--- config.mk ---
export PLATFORM = sky130hd
export DESIGN_NAME = pulse_stretcher
export DESIGN_NICKNAME = d
export VERILOG_FILES = /design/src/rtl/pulse_stretcher.sv
export SDC_FILE = /design/constraint.sdc
export NUM_CORES = 1
export LEC_CHECK = 0
export CAP_MARGIN = 20
export CORE_UTILIZATION = 54
export CTS_CLUSTER_DIAMETER = 200
export DETAILED_ROUTE_END_ITERATION = 8
export PLACE_DENSITY = 0.76
export SETUP_SLACK_MARGIN = 0.3
export SLEW_MARGIN = 25
export SYNTH_ARGS = -nofsm -noshare
export SYNTH_HDL_FRONTEND = slang
export SYNTH_SLANG_ARGS = --single-unit
--- constraint.sdc ---
create_clock -name CLK -period 3.8 [get_ports CLK]
set_input_delay 1.14 -clock CLK [delete_from_list [all_inputs] [get_ports CLK]]
set_output_delay 1.14 -clock CLK [all_outputs]
set_load 0.02 [all_outputs]
--- src/rtl/pulse_stretcher.sv ---
// Stretches one-cycle request pulses into fixed-length high periods, each followed by a low gap.
// Requests that arrive while busy are queued. Define PULSE_STRETCH_OVF_EN to add the sticky Ovf flag and its Ovf_Clr input.
module pulse_stretcher #(
  parameter int HIGH_TICKS = 8,
  parameter int GAP_TICKS  = 4,
  parameter int PRESCALE   = 1,
  parameter int PEND_W     = 3
) (
  input  logic              CLK,
  input  logic              RST,
  input  logic              Pulse_In,
`ifdef PULSE_STRETCH_OVF_EN
  input  logic              Ovf_Clr,
  output logic              Ovf,
`endif
  output logic              Out_Sig,
  output logic              Busy,
  output logic [PEND_W-1:0] Pend_Cnt
);

  localparam int MAX_TICKS = (HIGH_TICKS > GAP_TICKS) ? HIGH_TICKS : GAP_TICKS;
  localparam int CNT_W     = $clog2(MAX_TICKS + 1);
  localparam int PRE_W     = (PRESCALE > 1) ? $clog2(PRESCALE) : 1;

  localparam logic [CNT_W-1:0]  HIGH_LAST = CNT_W'(HIGH_TICKS - 1);
  localparam logic [CNT_W-1:0]  GAP_LAST  = CNT_W'(GAP_TICKS - 1);
  localparam logic [PRE_W-1:0]  PRE_LAST  = PRE_W'(PRESCALE - 1);
  localparam logic [PEND_W-1:0] PEND_MAX  = {PEND_W{1'b1}};

  typedef enum logic [1:0] {
    ST_IDLE = 2'd0,
    ST_HIGH = 2'd1,
    ST_GAP  = 2'd2
  } state_e;

  state_e            state_q, state_d;
  logic [PRE_W-1:0]  pre_q, pre_d;
  logic [CNT_W-1:0]  cnt_q, cnt_d;
  logic [PEND_W-1:0] pend_q, pend_d;
  logic              out_q, out_d;
  logic              busy_q, busy_d;
  logic              tick_s, consume_s, drop_s;
  logic              ovf_q, ovf_d;

  // Next-state, timing counters, request queue and overflow flag.
  always_comb begin
    tick_s    = (pre_q == PRE_LAST);
    state_d   = state_q;
    pre_d     = pre_q;
    cnt_d     = cnt_q;
    consume_s = 1'b0;

    case (state_q)
      ST_IDLE: begin
        if (pend_q != {PEND_W{1'b0}}) begin
          state_d   = ST_HIGH;
          consume_s = 1'b1;
          pre_d     = {PRE_W{1'b0}};
          cnt_d     = {CNT_W{1'b0}};
        end else begin
          state_d = ST_IDLE;
        end
      end
      ST_HIGH: begin
        if (tick_s) begin
          pre_d = {PRE_W{1'b0}};
          if (cnt_q == HIGH_LAST) begin
            state_d = ST_GAP;
            cnt_d   = {CNT_W{1'b0}};
          end else begin
            cnt_d = cnt_q + CNT_W'(1);
          end
        end else begin
          pre_d = pre_q + PRE_W'(1);
        end
      end
      ST_GAP: begin
        if (tick_s) begin
          pre_d = {PRE_W{1'b0}};
          if (cnt_q == GAP_LAST) begin
            cnt_d = {CNT_W{1'b0}};
            if (pend_q != {PEND_W{1'b0}}) begin
              state_d   = ST_HIGH;
              consume_s = 1'b1;
            end else begin
              state_d = ST_IDLE;
            end
          end else begin
            cnt_d = cnt_q + CNT_W'(1);
          end
        end else begin
          pre_d = pre_q + PRE_W'(1);
        end
      end
      default: begin
        state_d = ST_IDLE;
        pre_d   = {PRE_W{1'b0}};
        cnt_d   = {CNT_W{1'b0}};
      end
    endcase

    // A full queue drops a new request unless one is consumed on the same edge.
    drop_s = Pulse_In && !consume_s && (pend_q == PEND_MAX);
    case ({Pulse_In, consume_s})
      2'b10:   pend_d = drop_s ? pend_q : pend_q + PEND_W'(1);
      2'b01:   pend_d = pend_q - PEND_W'(1);
      default: pend_d = pend_q;
    endcase

    out_d  = (state_d == ST_HIGH);
    busy_d = (state_d != ST_IDLE);

`ifdef PULSE_STRETCH_OVF_EN
    if (drop_s) begin
      ovf_d = 1'b1;
    end else if (Ovf_Clr) begin
      ovf_d = 1'b0;
    end else begin
      ovf_d = ovf_q;
    end
`else
    ovf_d = 1'b0;
`endif
  end

  // State and output registers.
  always_ff @(posedge CLK or posedge RST) begin
    if (RST) begin
      state_q <= ST_IDLE;
      pre_q   <= {PRE_W{1'b0}};
      cnt_q   <= {CNT_W{1'b0}};
      pend_q  <= {PEND_W{1'b0}};
      out_q   <= 1'b0;
      busy_q  <= 1'b0;
      ovf_q   <= 1'b0;
    end else begin
      state_q <= state_d;
      pre_q   <= pre_d;
      cnt_q   <= cnt_d;
      pend_q  <= pend_d;
      out_q   <= out_d;
      busy_q  <= busy_d;
      ovf_q   <= ovf_d;
    end
  end

  assign Out_Sig  = out_q;
  assign Busy     = busy_q;
  assign Pend_Cnt = pend_q;
`ifdef PULSE_STRETCH_OVF_EN
  assign Ovf = ovf_q;
`else
  logic unused_s;
  assign unused_s = ovf_q ^ drop_s;
`endif

endmodule

==> metrics.txt <==
status finished, final reports clean; maximum vdd drop 0.420 mV; Die Y 40.7 um; part of the power in registers 30.6%; Pleak 0.392 nW; Sw Share 44.5%; Vias/cell 6.11; syn nets 103; Clk pwr share 11.3%; worst hold slack 510 ps; post-synthesis simple-gate area fraction 22.7%; total CTS buffers 3; Clock transition at path regs 70 ps; largest net degree at the start of global routing 13; Post-DP HPWL 1.15 mm; met1 Use GR 30.9%; Inserted Diodes 0; Slew headroom 69.6%; Root Driver clkbuf_4; Mapped Cells 94; global route hottest layer met2; Final setup violation count 0; starting DRC count in detailed routing 21; yosys warns 0; first-pass GRT wire length 2.56 mm; post-route clock period utilization 78.1%; area fraction in compound gates after synthesis 23.3%; total grt overflow 0; post_cts resized 0; Psw 0.313 mW; die area 1660 um2; clk sinks 11; largest family of logic cells by synthesized area compound AO/OA/AOI/OAI gates; hold_buf cts 0; RSZ-0062 raised after global routing false; combinational power share 58.1%; Seq/Total Area, Yosys 34.0%; commonest non-fill, non-tap cell in the layout dfrtp_1; post-synthesis mux area share 3.09%; vias in the first global route 604; layout cells sized above 1 7.84%; Total Neg Setup Slack 0 ps; Crit Path Category flip-flop to flip-flop; Max Slew Vio Count 0; post-layout minimum cycle time 2970 ps; Fin. Hold Viols 0; drt total wl 1.58 mm; max frequency 337 MHz; All-Layer GR Usage 23.4%; antenna violations before repair 0; Critical Path Slowest Stage Cell fa_1; number of setup buffers added after CTS 0; Pwr Density 769 nW/um2; met2 usage 37.7%; Buffers on Ports 7; worst-margin pin slew 453 ps; synth unique cells 36; Post-Synth Adder-Cell Area 10.2%; WL per Instance 13.5 um; #FFs+latches synth 11; Util after Layout 67.8%; DR pass1 iterations 4; HP Class flip-flop to flip-flop; met3 Use GR 6.52%; NumNets Final 112; placed cells 113; Die X-Extent 40.7 um; ANT nets after route 0; Critical Path Max Stage Delay 560 ps; Non-Filler Instances 117; Synth Area in XOR/XNOR 0%; Final Wtd Congestion 0.775; WP data required 3950 ps; worst-path cell chain inv_1, ha_1, nor4bb_1, buf_4, nor2_1, or3_1, fa_1, nor3_1, mux2_4, a2111o_1; cell internal pwr 0.391 mW; CTS tree built; # DRC 0; Worst Path Max Fanout 8; total of max-cap violations 0; kind of start point of the critical path flip-flop; I/O Pins 8; Avg Synthesized Cell Area 8.61 um2; vias 715; FILL cells 123; initial core utilization 60.0%; Worst setup EP type flip-flop; Top FF cell, synth dfrtp_1; Placement Rows 13; H-Tree Depth 1; Mapped Area 810 um2; CP Data Arrival Time 3110 ps; Area Overhead vs Synth 13.1%; final total power 0.704 mW; Clock Path Buffers 2; Worst-Skew Late Latency 260 ps; Core Footprint 1350 um2; Post-synth ARST share 100%; final clock skew 0.634 ps; number of synthesized flops with an enable pin 0; most frequent cells in the layout dfrtp_1 (11), inv_1 (8), nor2_1 (8), clkdlybuf4s50_1 (7)
[synthesized netlist by cell type (2+ instances only)]
cell type	number	area share, %
o21ai_0	3	1.9
a2111o_1	2	2.8
dfrtp_1	11	34
nand2b_1	2	1.5
nor3_1	5	3.1
o21ai_1	3	1.9
o31ai_1	3	2.8
ha_1	5	7.7
nand2_1	5	2.3
nor3b_1	3	2.8
nand3_1	6	3.7
inv_1	8	3.7
nor2_1	8	3.7
a21oi_1	6	3.7
clkbuf_1	3	1.4
[logic make-up (layout without fill, tap and decap cells)]
| group | after synthesis | in the layout |
|---|---|---|
| compound gates | 27 | 27 |
| fa+ha+maj | 6 | 6 |
| buf+inv | 13 | 21 |
| flops | 11 | 11 |
| mux | 2 | 2 |
| simple gates | 35 | 35 |
[layer usage]
layer	vias to the layer above	part of all wire (%)	wire length (um)
met5	-	0	0
met3	2	4.1	64
met1	336	48	760
met2	20	47	739
met4	0	0.76	12
li1	357	-	-
[metrics by stage]
| step | area (um2) | setup slack, ps |
|---|---|---|
| floorplan | 810 | 874 |
| global placement | 890 | 619 |
| detailed placement | 890 | 581 |
| CTS | 916 | 859 |
| global route | 916 | 696 |
| finish | 916 | 834 |
[power groups by stage]
stage               combinational, mW  clock [mW]  sequential, mW
finish                          0.409      0.0799           0.215
CTS                             0.408      0.0823           0.215
detailed placement              0.405           0           0.218
floorplan                       0.294           0           0.222
global route                    0.452      0.0912           0.226
global placement                0.394           0           0.217
[critical path, delay by kind of cell (launching register included)]
family                   cells  cell delay, ps
flip-flops                   1             420
multiplexers                 1             260
AO/OA/AOI/OAI                1             280
buffers and inverters        2             300
adder cells (fa/ha/maj)      2             820
AND/OR/NAND/NOR              4             780
[flip-flops by register name (all words and copies together) (netlist names)]
register  count
Out_Sig       1
state_q       2
cnt_q         4
Pend_Cnt      3
Busy          1
[worst paths after layout]
kind	cells after the start	slack (ps)	end	startpoint
worst max register to register	10	830	Pend_Cnt[1]$_DFFE_PP0P_	state_q[0]$_DFF_PP0_
worst min register to register	1	510	cnt_q[0]$_DFFE_PP0P_	cnt_q[0]$_DFFE_PP0P_
max in group asynchronous	2	2320	Pend_Cnt[2]$_DFFE_PP0P_	RST
min in group asynchronous	2	1180	Out_Sig$_DFF_PP0_	RST
worst max-delay path	10	830	Pend_Cnt[1]$_DFFE_PP0P_	state_q[0]$_DFF_PP0_
worst min-delay path	1	510	cnt_q[0]$_DFFE_PP0P_	cnt_q[0]$_DFFE_PP0P_
[final cells by class]
type / count / area, um2 / area share (%)
Tap cell: 15 / 18.8 / 2.05
Sequential cell: 11 / 275 / 30.1
Multi-Input combinational cell: 70 / 480 / 52.5
Clock buffer: 4 / 26.3 / 2.87
Inverter: 8 / 30.0 / 3.28
Timing Repair Buffer: 9 / 85.1 / 9.29
No activity file was read; power rests on OpenSTA's default activity.
